[config.mk]
export PLATFORM = sky130hd
export DESIGN_NAME = adder_axis_stim_flat
export DESIGN_NICKNAME = d
export VERILOG_FILES = /design/src/rtl/adder_axis_stim_if.sv /design/src/rtl/adder_axis_stim.sv /design/src/flat_wrapper.sv
export SDC_FILE = /design/constraint.sdc
export NUM_CORES = 1
export LEC_CHECK = 0
export BUFFER_PORTS_ARGS = -buffer_cell sky130_fd_sc_hd__buf_2
export CAP_MARGIN = 20
export CORE_MARGIN = 2
export CORE_UTILIZATION = 61
export CTS_BUF_LIST = sky130_fd_sc_hd__clkbuf_8 sky130_fd_sc_hd__clkbuf_16
export DETAILED_ROUTE_END_ITERATION = 10
export PLACE_DENSITY = 0.95
export SYNTH_ARGS = -nofsm -noshare
export SYNTH_HDL_FRONTEND = slang
export SYNTH_SLANG_ARGS = --single-unit
[constraint.sdc]
create_clock -name aclk -period 5.6 [get_ports aclk]
set_clock_uncertainty 0.15 [all_clocks]
set_input_delay 0.84 -clock aclk [delete_from_list [all_inputs] [get_ports aclk]]
set_output_delay 0.84 -clock aclk [all_outputs]
set_load 0.03 [all_outputs]
[src/rtl/adder_axis_stim_if.sv]
// AXI-Stream channel bundle for the adder stimulus block: data, valid and ready.
// W is the tdata width; the master drives tdata/tvalid, the slave drives tready.
interface adder_axis_stim_if #(
    parameter int W = 8
);
    logic [W-1:0] tdata;
    logic         tvalid;
    logic         tready;

    modport master (output tdata, output tvalid, input tready);
    modport slave  (input tdata, input tvalid, output tready);
endinterface

[src/rtl/adder_axis_stim.sv]
// Self-test source/sink for the two-operand AXIS adder: streams a deterministic operand
// sequence, checks every returned sum and counts transactions and mismatches.
module adder_axis_stim #(
    parameter int DATA_WIDTH = 8,
    parameter int NUM_TXN    = 16,
    parameter int OP1_INIT   = 0,
    parameter int OP2_INIT   = 0,
    parameter int OP1_STEP   = 1,
    parameter int OP2_STEP   = 3
) (
    input  logic              aclk,
    input  logic              aresetn,
    input  logic              start,
    adder_axis_stim_if.master data1_o,
    adder_axis_stim_if.master data2_o,
    adder_axis_stim_if.slave  sum_i,
    output logic              busy,
    output logic              done,
    output logic [15:0]       txn_cnt,
    output logic [15:0]       err_cnt
);
    localparam logic [1:0] S_IDLE = 2'd0;
    localparam logic [1:0] S_SEND = 2'd1;
    localparam logic [1:0] S_WAIT = 2'd2;
    localparam logic [1:0] S_DONE = 2'd3;

    localparam logic [DATA_WIDTH-1:0] OP1_I = DATA_WIDTH'(OP1_INIT);
    localparam logic [DATA_WIDTH-1:0] OP2_I = DATA_WIDTH'(OP2_INIT);
    localparam logic [DATA_WIDTH-1:0] OP1_S = DATA_WIDTH'(OP1_STEP);
    localparam logic [DATA_WIDTH-1:0] OP2_S = DATA_WIDTH'(OP2_STEP);
    localparam logic [15:0]           NTXN  = 16'(NUM_TXN);

    logic [1:0]            state_q, state_d;
    logic [DATA_WIDTH-1:0] op1_q, op1_d, op2_q, op2_d;
    logic                  sent1_q, sent1_d, sent2_q, sent2_d;
    logic [15:0]           txn_q, txn_d, err_q, err_d;
    logic                  busy_q, busy_d, done_q, done_d;

    logic                  hs1, hs2, both_sent;
    logic [DATA_WIDTH:0]   exp_sum;
    logic [15:0]           txn_inc;

    // valid comes only from state, never from tready
    assign data1_o.tdata  = op1_q;
    assign data2_o.tdata  = op2_q;
    assign data1_o.tvalid = (state_q == S_SEND) && !sent1_q;
    assign data2_o.tvalid = (state_q == S_SEND) && !sent2_q;
    assign sum_i.tready   = (state_q == S_WAIT);

    assign hs1       = data1_o.tvalid && data1_o.tready;
    assign hs2       = data2_o.tvalid && data2_o.tready;
    assign both_sent = (sent1_q || hs1) && (sent2_q || hs2);
    assign exp_sum   = {1'b0, op1_q} + {1'b0, op2_q};
    assign txn_inc   = txn_q + 16'd1;

    assign busy    = busy_q;
    assign done    = done_q;
    assign txn_cnt = txn_q;
    assign err_cnt = err_q;

    always_comb begin
        state_d = state_q;
        op1_d   = op1_q;
        op2_d   = op2_q;
        sent1_d = sent1_q;
        sent2_d = sent2_q;
        txn_d   = txn_q;
        err_d   = err_q;
        busy_d  = busy_q;
        done_d  = done_q;
        case (state_q)
            S_IDLE, S_DONE: begin
                if (start) begin
                    state_d = S_SEND;
                    op1_d   = OP1_I;
                    op2_d   = OP2_I;
                    sent1_d = 1'b0;
                    sent2_d = 1'b0;
                    txn_d   = '0;
                    err_d   = '0;
                    busy_d  = 1'b1;
                    done_d  = 1'b0;
                end
            end
            S_SEND: begin
                if (both_sent) begin
                    state_d = S_WAIT;
                    sent1_d = 1'b0;
                    sent2_d = 1'b0;
                end else begin
                    sent1_d = sent1_q || hs1;
                    sent2_d = sent2_q || hs2;
                end
            end
            S_WAIT: begin
                if (sum_i.tvalid) begin
                    txn_d = txn_inc;
                    if (sum_i.tdata != exp_sum && err_q != 16'hFFFF)
                        err_d = err_q + 16'd1;
                    if (txn_inc == NTXN) begin
                        state_d = S_DONE;
                        busy_d  = 1'b0;
                        done_d  = 1'b1;
                    end else begin
                        state_d = S_SEND;
                        op1_d   = op1_q + OP1_S;
                        op2_d   = op2_q + OP2_S;
                    end
                end
            end
            default: state_d = S_IDLE;
        endcase
    end

    always_ff @(posedge aclk or negedge aresetn) begin
        if (!aresetn) begin
            state_q <= S_IDLE;
            op1_q   <= OP1_I;
            op2_q   <= OP2_I;
            sent1_q <= 1'b0;
            sent2_q <= 1'b0;
            txn_q   <= '0;
            err_q   <= '0;
            busy_q  <= 1'b0;
            done_q  <= 1'b0;
        end else begin
            state_q <= state_d;
            op1_q   <= op1_d;
            op2_q   <= op2_d;
            sent1_q <= sent1_d;
            sent2_q <= sent2_d;
            txn_q   <= txn_d;
            err_q   <= err_d;
            busy_q  <= busy_d;
            done_q  <= done_d;
        end
    end
endmodule

[src/flat_wrapper.sv]
// flat-port wrapper written by rule: the top's interface ports become plain ports
module adder_axis_stim_flat 
#(
    parameter int DATA_WIDTH = 8,
    parameter int NUM_TXN    = 16,
    parameter int OP1_INIT   = 0,
    parameter int OP2_INIT   = 0,
    parameter int OP1_STEP   = 1,
    parameter int OP2_STEP   = 3
)
  (aclk, aresetn, start, busy, done, txn_cnt, err_cnt, data1_o_tdata, data1_o_tvalid, data1_o_tready, data2_o_tdata, data2_o_tvalid, data2_o_tready, sum_i_tdata, sum_i_tvalid, sum_i_tready);
  adder_axis_stim_if #(.W((8))) data1_o_i ();
  adder_axis_stim_if #(.W((8))) data2_o_i ();
  adder_axis_stim_if #(.W((8)+1)) sum_i_i ();
  input  logic aclk;
  input  logic aresetn;
  input  logic start;
  output logic busy;
  output logic done;
  output logic [15:0] txn_cnt;
  output logic [15:0] err_cnt;
  output wire logic [$bits(data1_o_i.tdata)-1:0] data1_o_tdata;
  output wire logic [$bits(data1_o_i.tvalid)-1:0] data1_o_tvalid;
  input wire logic [$bits(data1_o_i.tready)-1:0] data1_o_tready;
  output wire logic [$bits(data2_o_i.tdata)-1:0] data2_o_tdata;
  output wire logic [$bits(data2_o_i.tvalid)-1:0] data2_o_tvalid;
  input wire logic [$bits(data2_o_i.tready)-1:0] data2_o_tready;
  input wire logic [$bits(sum_i_i.tdata)-1:0] sum_i_tdata;
  input wire logic [$bits(sum_i_i.tvalid)-1:0] sum_i_tvalid;
  output wire logic [$bits(sum_i_i.tready)-1:0] sum_i_tready;
  assign data1_o_tdata = data1_o_i.tdata;
  assign data1_o_tvalid = data1_o_i.tvalid;
  assign data1_o_i.tready = data1_o_tready;
  assign data2_o_tdata = data2_o_i.tdata;
  assign data2_o_tvalid = data2_o_i.tvalid;
  assign data2_o_i.tready = data2_o_tready;
  assign sum_i_i.tdata = sum_i_tdata;
  assign sum_i_i.tvalid = sum_i_tvalid;
  assign sum_i_tready = sum_i_i.tready;
  adder_axis_stim #(.DATA_WIDTH(DATA_WIDTH), .NUM_TXN(NUM_TXN), .OP1_INIT(OP1_INIT), .OP2_INIT(OP2_INIT), .OP1_STEP(OP1_STEP), .OP2_STEP(OP2_STEP)) u_core (.aclk(aclk), .aresetn(aresetn), .start(start), .data1_o(data1_o_i), .data2_o(data2_o_i), .sum_i(sum_i_i), .busy(busy), .done(done), .txn_cnt(txn_cnt), .err_cnt(err_cnt));
endmodule
-- After elaboration in Yosys (flattened, before gate mapping)
Index checks and enable logic that the tools add are counted.
- output and inout bits: 53
- bits in read-only memories: 0
- bits of input ports: 15
- memories kept: 0
- bits in registers: 54
- word-level logic and storage cells: 76
- latch bits: 0
- RAM bits: 0
- shift operators: 0
- add/subtract/negate cells: 5
- mux-type cells: 30
- div/mod/pow operators: 0
- magnitude comparators: 0
- bitwise logic cells: 0
- reduce and logical (&&, ||, !) cells: 20
- multiply operators: 0
- equality and inequality tests: 12
- operators by type and width (operator ; number):
    16-bit 2-to-1 mux ; 4
    16-bit case mux with 2 select lines ; 2
    8-bit 2-to-1 mux ; 5
    16-bit by 1-bit adder with 16-bit output (second input constant) ; 2
    8-bit case mux with 2 select lines ; 2
    16-bit by 5-bit == test with 1-bit output (second input constant) ; 1
    16-bit inequality test (second input constant) ; 1
    4-bit AND reduction ; 3
    8-bit by 8-bit adder with 9-bit output ; 1
    9-bit inequality test ; 1
    8-bit by 1-bit adder with 8-bit output (second input constant) ; 1
    8-bit by 2-bit adder with 8-bit output (second input constant) ; 1
    1-bit 2-to-1 mux ; 8
    2-bit 2-to-1 mux ; 4
    1-bit case mux with 2 select lines ; 4
    1-bit logical AND ; 6
    2-bit by 1-bit inequality test with 1-bit output (second input constant) ; 3
    2-bit inequality test (second input constant) ; 3
    2-bit case mux with 3 select lines ; 1
    3-bit AND reduction ; 2
    2-bit == test (second input constant) ; 2
    2-bit nonzero test ; 2
    2-bit by 1-bit == test with 1-bit output (second input constant) ; 1
    1-bit zero test ; 2
    4 further kinds ; 5

-- Depth between registers and ports, before layout
Gate-level depths: netlist of run 1.
- word-level depth: 7
- gate-level depth with buffers: 11
- mapped depth without buffers: 9

-- Worst setup path before layout of run 1
No wires, ideal clock.
- path type: flip-flop to flip-flop
- start: reg u_core.op1_q[0] (netlist: u_core.data1_o.tdata[0])
- end: reg u_core.err_q[3] (netlist: u_core.err_cnt[3])
- period minus slack after synthesis: 3.205 ns
- data required time: 5.326 ns
- path slack: 2.395 ns
- path buffers: 1
- setup time: 0.124 ns
- arrival: 2.931 ns
- stages on the path, launching flop included: 11
- cells stage by stage: dfrtp_1 > ha_1 > fa_1 > xnor2_1 > o211ai_1 > a2111oi_0 > nand3_1 > nor4_2 > buf_2 > a21oi_1 > a211o_1
- word-level cells in the longest chain between the ends: 5
- ends and longest elaborated chain (element ; RTL line ; RTL):
    from (decl) ; adder_axis_stim.sv:34 ; logic [DATA_WIDTH-1:0] op1_q, op1_d, op2_q, op2_d;
    from (signal assigned) ; adder_axis_stim.sv:128 ; op1_q <= op1_d;
    8-bit by 8-bit adder with 9-bit output ; adder_axis_stim.sv:53 ; assign exp_sum = {1'b0, op1_q} + {1'b0, op2_q};
    9-bit inequality test ; adder_axis_stim.sv:98 ; if (sum_i.tdata != exp_sum && err_q != 16'hFFFF)
    1-bit logical AND ; adder_axis_stim.sv:98 ;
    2-bit by 1-bit inequality test with 1-bit output (no line) ; - ;
    4-bit AND reduction (no line) ; - ;
    to (signal assigned) ; adder_axis_stim.sv:133 ; err_q <= err_d;
    to (decl) ; adder_axis_stim.sv:36 ; logic [15:0] txn_q, txn_d, err_q, err_d;
No other way between the ends.
A chain may end at the register's enable or synchronous reset.

-- Final worst setup path of run 1
- start: reg u_core.state_q[0]
- end: reg u_core.op2_q[6] (netlist: u_core.data2_o.tdata[6])
- word-level cells in the longest chain between the ends: 4
- elaborated cells between the ends (all ways): 10
- those cells by class: 5 x eq/ne; 1 x mux; 4 x reduce/logical
- ends and longest elaborated chain (element ; RTL line ; RTL):
    from (decl) ; adder_axis_stim.sv:33 ; logic [1:0] state_q, state_d;
    from (signal assigned) ; adder_axis_stim.sv:127 ; state_q <= state_d;
    2-bit == test / 2-bit zero test (equally long branches) ; adder_axis_stim.sv:71 ; case (state_q)
    2-bit OR reduction ; adder_axis_stim.sv:71 ;
    2-bit inequality test (no line) / 2-bit nonzero test (equally long branches) ; - ;
    4-bit AND reduction (no line) ; - ;
    to (signal assigned) ; adder_axis_stim.sv:129 ; op2_q <= op2_d;
    to (decl) ; adder_axis_stim.sv:34 ;
Several ways; a longest one is shown, not always the timed one.

==> results of run 1 <==
[where the power goes]
| group | switching, uW | leakage (uW) | internal [uW] |
|---|---|---|---|
| Clock | 139 | 0.0000444 | 87.0 |
| Sequential | 49.6 | 0.000743 | 422 |
| Combinational | 485 | 0.00138 | 218 |
[per-stage QoR]
step / std cells / setup WS (ns)
3_3_place_gp: 578 / 1.784
6_report: 587 / 1.820
5_1_grt: 587 / 1.593
4_1_cts: 586 / 1.915
2_1_floorplan: 455 / 2.395
3_5_place_dp: 579 / 1.975
[final timing paths]
check                                    from                      end  slack (ns)  cells after the start
max                         u_core.state_q[0]  u_core.data2_o.tdata[6]        1.82                      9
min                        u_core.err_cnt[11]       u_core.err_cnt[11]        0.40                      1
max reg2reg                 u_core.state_q[0]  u_core.data2_o.tdata[6]        1.82                      9
min reg2reg                u_core.err_cnt[11]       u_core.err_cnt[11]        0.40                      1
max in group asynchronous             aresetn  u_core.data1_o.tdata[7]        4.32                      2
min in group asynchronous             aresetn       u_core.err_cnt[12]        0.48                      2
[cell usage after synthesis, drive strengths merged, types with 6 or more instances]
library cell	count	area, um^2
nand2	59	221.5
dfrtp	54	1351
o21ai	31	158.9
nor2	28	105.1
nand3	26	130.1
a21oi	22	110.1
mux2i	20	200.2
nand2b	19	118.9
xnor2	18	157.7
clkbuf	16	60.06
ha	16	200.2
inv	12	45.04
o31ai	11	82.58
and3	9	56.30
nand4	9	71.32
nor2b	9	56.30
nor3	9	45.04
a211o	7	61.31
buf	7	41.29
a2111oi	6	52.55
a31oi	6	37.54
[worst max-delay path: stages (launching register included)]
cell and delay (ns):
sky130_fd_sc_hd__dfrtp_1 0.40, sky130_fd_sc_hd__inv_1 0.07, sky130_fd_sc_hd__ha_1 0.25, sky130_fd_sc_hd__inv_1 0.55, sky130_fd_sc_hd__o21ai_1 0.42, sky130_fd_sc_hd__nor2_1 0.73, sky130_fd_sc_hd__nand2_1 0.66, sky130_fd_sc_hd__nand2_1 0.21
sky130_fd_sc_hd__a21oi_1 0.05, sky130_fd_sc_hd__nand2b_1 0.17
[per-layer routing]
metal / wire, um / track usage, %
met2: 4850 / 47.49
met5: 13 / 0
met4: 191 / 10.12
met3: 802 / 5.440
met1: 4372 / 40.83
[cells by family after synthesis]
family                     Yosys count
and+or+nand+nor                    189
xor gates and xnor gates            21
muxes                               21
buffers and inverters               35
adders and majority gates           17
AOI/OAI and AO/OA                  118
DFF                                 54
[area by class of cell]
cell class | instances | area (um^2)
inverters | 12 | 45.04
fillers | 521 | 1919
multi-input cells | 366 | 2381
well taps | 77 | 96.34
clock inverters | 2 | 13.76
flip-flops and latches | 54 | 1351
clock buffers | 5 | 68.82
repair buffers | 71 | 365.4
[sequential cells by signal, indices dropped and copies added (netlist names)]
signal,cells
u_core.sent1_q,1
u_core.busy,1
u_core.sent2_q,1
u_core.state_q,2
u_core.data1_o.tdata,8
u_core.data2_o.tdata,8
u_core.done,1
u_core.txn_cnt,16
u_core.err_cnt,16
==> run_results.csv, run 1 <==
group,metric,value,unit
run_status,status,"finished, final reports clean",
logic_synthesis,synth-xor-area-share,4.742,%
floorplanning,design.die.area,0.007012,mm^2
global_routing,maximum_number_of_pins_on_one_net_before_global_route_repair,55,
logic_synthesis,synthAdderAreaFrac,5.677,%
clock_tree,cts.htree.levels,2,
floorplanning,core_area,0.006241,mm^2
route,detail_route.wl_per_cell,17.43,um
route,drc_errors,0,
clock_tree,path_clk_slew,0.10,ns
route,dr.first_iter.drc_count,374,
flow_run,drv.max_cap_violation_count,0,
critical_path,crit_arrival,3.84,ns
sta,final-max-slew-violation-count,0,
min_path,min-delay-path-class,"reg2reg",
floorplanning,chipHeight,83.74,um
clock_tree,insertion_delay,0.32,ns
floorplanning,initial_utilization,62.15,%
floorplanning,die_w,83.74,um
logic_synthesis,synth_fp_nets,487,
global_routing,number_of_global_route_vias_before_repair,3591,
clock_tree,cts_root_buffer,"sky130_fd_sc_hd__clkbuf_8",
route,drt-pass1-iter-count,7,
route,detail-route-antenna-nets,0,
placed_design,gp_routability_congestion,0.8707,
critical_path,critical_path.endpoint_type,"register",
layout,postLayoutCoreUtil,69.25,%
placed_design,detailed_place.area,0.004232,mm^2
sta,grt_setup_unrepaired,"false",
sta,hold_ws,0.4018,ns
logic_synthesis,synthesis.area,0.003879,mm^2
sta,timing.fmax,264.5,MHz
route,detailroute.via_count,3797,
route,via_per_inst,6.468,
logic_synthesis,syn_avg_cell_area,8.525,um^2
power_and_ir_drop,power-per-cell-area,324.2,mW/mm^2
critical_path,crit_type,"reg2reg",
placed_design,io_buffers,67,
layout,drive_above_1_share,17.25,%
route,detail_route.wirelength,10230,um
sta,final_hold_fails,0,
global_routing,grtUsageTotal,29.71,%
sta,final.setup.tns,0,ns
sta,tcrit_tclk_final,67.50,%
layout,synthToLayoutAreaGrowth,11.42,%
power_and_ir_drop,total_power,1401,uW
clock_tree,postCtsSetupBuffers,0,
placed_design,detailedPlacementHpwl,7094,um
floorplanning,fp-row-count,29,
power_and_ir_drop,vdd.ir_drop.worst,0.0002877,V
power_and_ir_drop,static-leakage-power,0.002171,uW
logic_synthesis,fraction_of_synthesis_flops_using_an_asynchronous_set_or_reset_pin,100.0,%
layout,insertedDiodeCount,0,
logic_synthesis,synth_warnings,0,
logic_synthesis,main_combinational_cell_family_by_area_after_synthesis,"simple AND/OR/NAND/NOR gates",
critical_path,crit_required,5.66,ns
critical_path,critPathMaxFanout,24,
layout,final_common_cell,"sky130_fd_sc_hd__buf_2",
logic_synthesis,yosys_register_bits,54,
critical_path,cp-start-kind,"register",
clock_tree,numCtsBuffers,5,
logic_synthesis,synth_simple_gate_area_share,25.23,%
global_routing,global_route.overflow_total,0,
clock_tree,number_of_buffers_inserted_by_hold_repair_at_cts,0,
layout,design.final.nets,542,
sta,worst_pin_slew,0.8145,ns
clock_tree,max-clock-path-buffers,2,
logic_synthesis,synth_cell_type_count,56,
sta,final-setup-viol-count,0,
layout,final_cell_mix,"67 x sky130_fd_sc_hd__buf_2, 59 x sky130_fd_sc_hd__nand2_1, 54 x sky130_fd_sc_hd__dfrtp_1",
logic_synthesis,synth_compound_area_share,20.29,%
sta,relSlewSlack,45.50,%
floorplanning,pin_count,68,
clock_tree,cts-resized-gates,0,
global_routing,grt_pass1_wl,17250,um
logic_synthesis,synth_ff_type,"sky130_fd_sc_hd__dfrtp_1",
clock_tree,tritoncts,"built",
logic_synthesis,post_synth_inst_count,455,
sta,period_needed,3.780,ns
logic_synthesis,synth_enable_flop_cells,0,
logic_synthesis,synth_seq_area_share,34.84,%
global_routing,antenna_found_initial,1,
layout,finish.instance_area,0.004322,mm^2
clock_tree,cts.sink_count,54,
logic_synthesis,synth_mux_area_share,5.452,%
Power figures use the tool's default switching activity.
==> run 2, diff against run 1 <==
- ABC_AREA: not set -> 1
- CORE_UTILIZATION: 61 -> 57
- PLACE_DENSITY: 0.95 -> 0.91
- clock period: 5.6 -> 3.51 ns (I/O delays scaled with it)
==> run 2 against run 1 <==
Combinational power grew 38%. Die area grew 8.7%. Register-to-register slack lost 1.3 ns. Area after synthesis grew 2.0%. Design area grew 2.4%. Highest routed layer is now met4.
==> run_results.csv, run 2 <==
group,metric,value,unit
clock_tree,cts_root_buffer,"sky130_fd_sc_hd__clkbuf_8",
power_and_ir_drop,part_of_the_power_in_the_clock_network,17.2,%
power_and_ir_drop,static-leakage-power,0.002385,uW
logic_synthesis,post_synth_inst_count,563,
route,dr.first_iter.drc_count,280,
sta,final-setup-viol-count,0,
logic_synthesis,synth_warnings,0,
logic_synthesis,synth_area_leader_cell,"sky130_fd_sc_hd__dfrtp_1",
critical_path,crit_required,3.61,ns
logic_synthesis,fraction_of_synthesis_flops_using_an_asynchronous_set_or_reset_pin,100.0,%
power_and_ir_drop,cellInternalPower,1079,uW
sta,tcrit_tclk_final,86.38,%
logic_synthesis,synth_cell_type_count,40,
logic_synthesis,synth_top_area_share,34.16,%
power_and_ir_drop,portion_of_total_power_attributed_to_sequential_cells,36.3,%
global_routing,antenna_found_initial,0,
clock_tree,number_of_buffers_inserted_by_hold_repair_at_cts,0,
clock_tree,cts.sink_count,54,
floorplanning,design.die.area,0.007623,mm^2
critical_path,crit_type,"reg2reg",
logic_synthesis,synth.top_cells.by_count,"184 x sky130_fd_sc_hd__nand2_1, 59 x sky130_fd_sc_hd__nor2_1, 57 x sky130_fd_sc_hd__inv_1",
logic_synthesis,synth_seq_area_share,34.16,%
critical_path,crit_arrival,3.13,ns
sta,timing.fmax,329.8,MHz
power_and_ir_drop,pwr-share-comb,46.5,%
layout,insertedDiodeCount,0,
logic_synthesis,synth_fp_nets,595,
route,drt-pass1-iter-count,5,
floorplanning,initial_utilization,58.56,%
layout,final_common_cell,"sky130_fd_sc_hd__nand2_1",
clock_tree,cts.htree.levels,2,
floorplanning,die_w,87.31,um
min_path,min-delay-path-class,"in2async",
clock_tree,insertion_delay,0.31,ns
sta,final-max-slew-violation-count,0,
logic_synthesis,synth_ff_type,"sky130_fd_sc_hd__dfrtp_1",
floorplanning,core_area,0.006756,mm^2
route,detailroute.via_count,3934,
logic_synthesis,yosys_register_bits,54,
global_routing,grtUsageTotal,26.23,%
route,detail-route-antenna-nets,0,
placed_design,io_buffers,67,
floorplanning,chipHeight,87.31,um
route,detail_route.wl_per_cell,13.25,um
layout,synthToLayoutAreaGrowth,11.83,%
floorplanning,pin_count,68,
placed_design,detailedPlacementHpwl,7027,um
clock_tree,postCtsSetupBuffers,0,
route,via_per_inst,5.549,
logic_synthesis,post-synth-top-count-cell,"sky130_fd_sc_hd__nand2_1",
placed_design,gp_routability_congestion,0.9337,
layout,design.final.nets,660,
clock_tree,numCtsBuffers,5,
critical_path,critPathMaxFanout,26,
route,drc_errors,0,
layout,drive_above_1_share,18.44,%
logic_synthesis,syn_avg_cell_area,7.027,um^2
sta,final_hold_fails,0,
power_and_ir_drop,p_switching,1004,uW
sta,final.setup.tns,0,ns
logic_synthesis,synthesis.area,0.003956,mm^2
sta,period_needed,3.032,ns
layout,final_cell_mix,"184 x sky130_fd_sc_hd__nand2_1, 67 x sky130_fd_sc_hd__buf_2, 59 x sky130_fd_sc_hd__nor2_1",
clock_tree,cts-resized-gates,0,
sta,grt_setup_unrepaired,"false",
clock_tree,max-clock-path-buffers,2,
global_routing,global_route.overflow_total,0,
global_routing,globalRouteMet2Util,42.42,%
global_routing,grt_use_met3,3.318,%
power_and_ir_drop,netSwitchingFraction,48.21,%
power_and_ir_drop,power-per-cell-area,470.8,mW/mm^2
global_routing,maximum_number_of_pins_on_one_net_before_global_route_repair,33,
run_status,status,"finished, final reports clean",
sta,worst_pin_slew,0.6246,ns
logic_synthesis,synth_enable_flop_cells,0,
power_and_ir_drop,vdd.ir_drop.worst,0.0004895,V
critical_path,cp-start-kind,"register",
global_routing,number_of_global_route_vias_before_repair,3602,
floorplanning,fp-row-count,30,
layout,n_fill_cell,569,
route,detail_route.wirelength,9392,um
sta,relSlewSlack,58.26,%
global_routing,grt-busiest-layer,"met2",
clock_tree,tritoncts,"built",
flow_run,drv.max_cap_violation_count,0,
sta,hold_ws,0.02196,ns
logic_synthesis,main_area_contributors_after_synthesis,"sky130_fd_sc_hd__dfrtp_1 34%, sky130_fd_sc_hd__nand2_1 17%, sky130_fd_sc_hd__nand3_1 6.8%",
critical_path,critical_path.endpoint_type,"register",
clock_tree,path_clk_slew,0.10,ns
global_routing,grt_pass1_wl,16170,um
global_routing,grtUsageMet1,36.95,%
-- run 2: cell type report --
type / instances / area, um^2 / share of cell area, %
multi-input combinational: 436 / 2298 / 51.95
sequential: 54 / 1351 / 30.54
timing repair buffer: 69 / 350.3 / 7.919
inverter: 62 / 232.7 / 5.260
tap: 80 / 100.1 / 2.262
clock buffer: 6 / 82.58 / 1.867
clock inverter: 2 / 8.758 / 0.1980
-- run 2: worst max-delay path, stage by stage, from the launching register on --
cell and delay [ns]:
sky130_fd_sc_hd__dfrtp_1 0.41, sky130_fd_sc_hd__inv_1 0.06, sky130_fd_sc_hd__ha_1 0.35, sky130_fd_sc_hd__inv_2 0.40
sky130_fd_sc_hd__o21ai_1 0.21, sky130_fd_sc_hd__a21oi_1 0.36, sky130_fd_sc_hd__nand2_1 0.48, sky130_fd_sc_hd__nand2_4 0.36
sky130_fd_sc_hd__nand2_1 0.11, sky130_fd_sc_hd__nand2_1 0.07
-- run 2: layer usage --
| layer | vias to the layer above | routed length (um) |
|---|---|---|
| met5 | - | 0 |
| met3 | 13 | 518 |
| met4 | 0 | 124 |
| met2 | 136 | 4532 |
| met1 | 1854 | 4217 |
| li1 | 1931 | - |
-- run 2: cell families after synthesis --
family	after synthesis	synth area share (%)
and+or+nand+nor	358	41.71
xor gates and xnor gates	21	4.839
AOI/OAI and AO/OA	40	5.978
adders and majority gates	17	5.566
buffers and inverters	73	7.748
DFF	54	34.16
-- run 2: per-stage QoR --
stage               total power, uW  cells  instance area, um^2  setup WS [ns]  utilization [%]
floorplan                      1536    563                 3956         0.9015                -
global placement               1676    701                 4333         0.8076            64.13
detailed placement             1721    701                 4333         0.5723            64.13
CTS                            2075    709                 4424         0.5247            65.48
global route                   2232    709                 4424        0.09754            65.48
finish                         2083    709                 4424         0.4782            65.48
-- run 2: worst paths after layout --
check / slack [ns] / cells after the start / startpoint / to
max: 0.48 / 9 / u_core.state_q[0] / u_core.err_cnt[0]
min: 0.02 / 1 / aresetn / u_core.txn_cnt[5]
max reg2reg: 0.48 / 9 / u_core.state_q[0] / u_core.err_cnt[0]
min reg2reg: 0.35 / 2 / u_core.done / u_core.done
max in group asynchronous: 2.38 / 2 / aresetn / u_core.data1_o.tdata[1]
min in group aclk: 0.35 / 2 / u_core.done / u_core.done
-- run 2: power groups by stage --
stage | sequential (uW) | clock (uW) | combinational [uW]
floorplan | 828 | 0 | 708
global placement | 758 | 0 | 918
detailed placement | 767 | 0 | 954
CTS | 755 | 360 | 960
global route | 765 | 386 | 1080
finish | 755 | 359 | 968
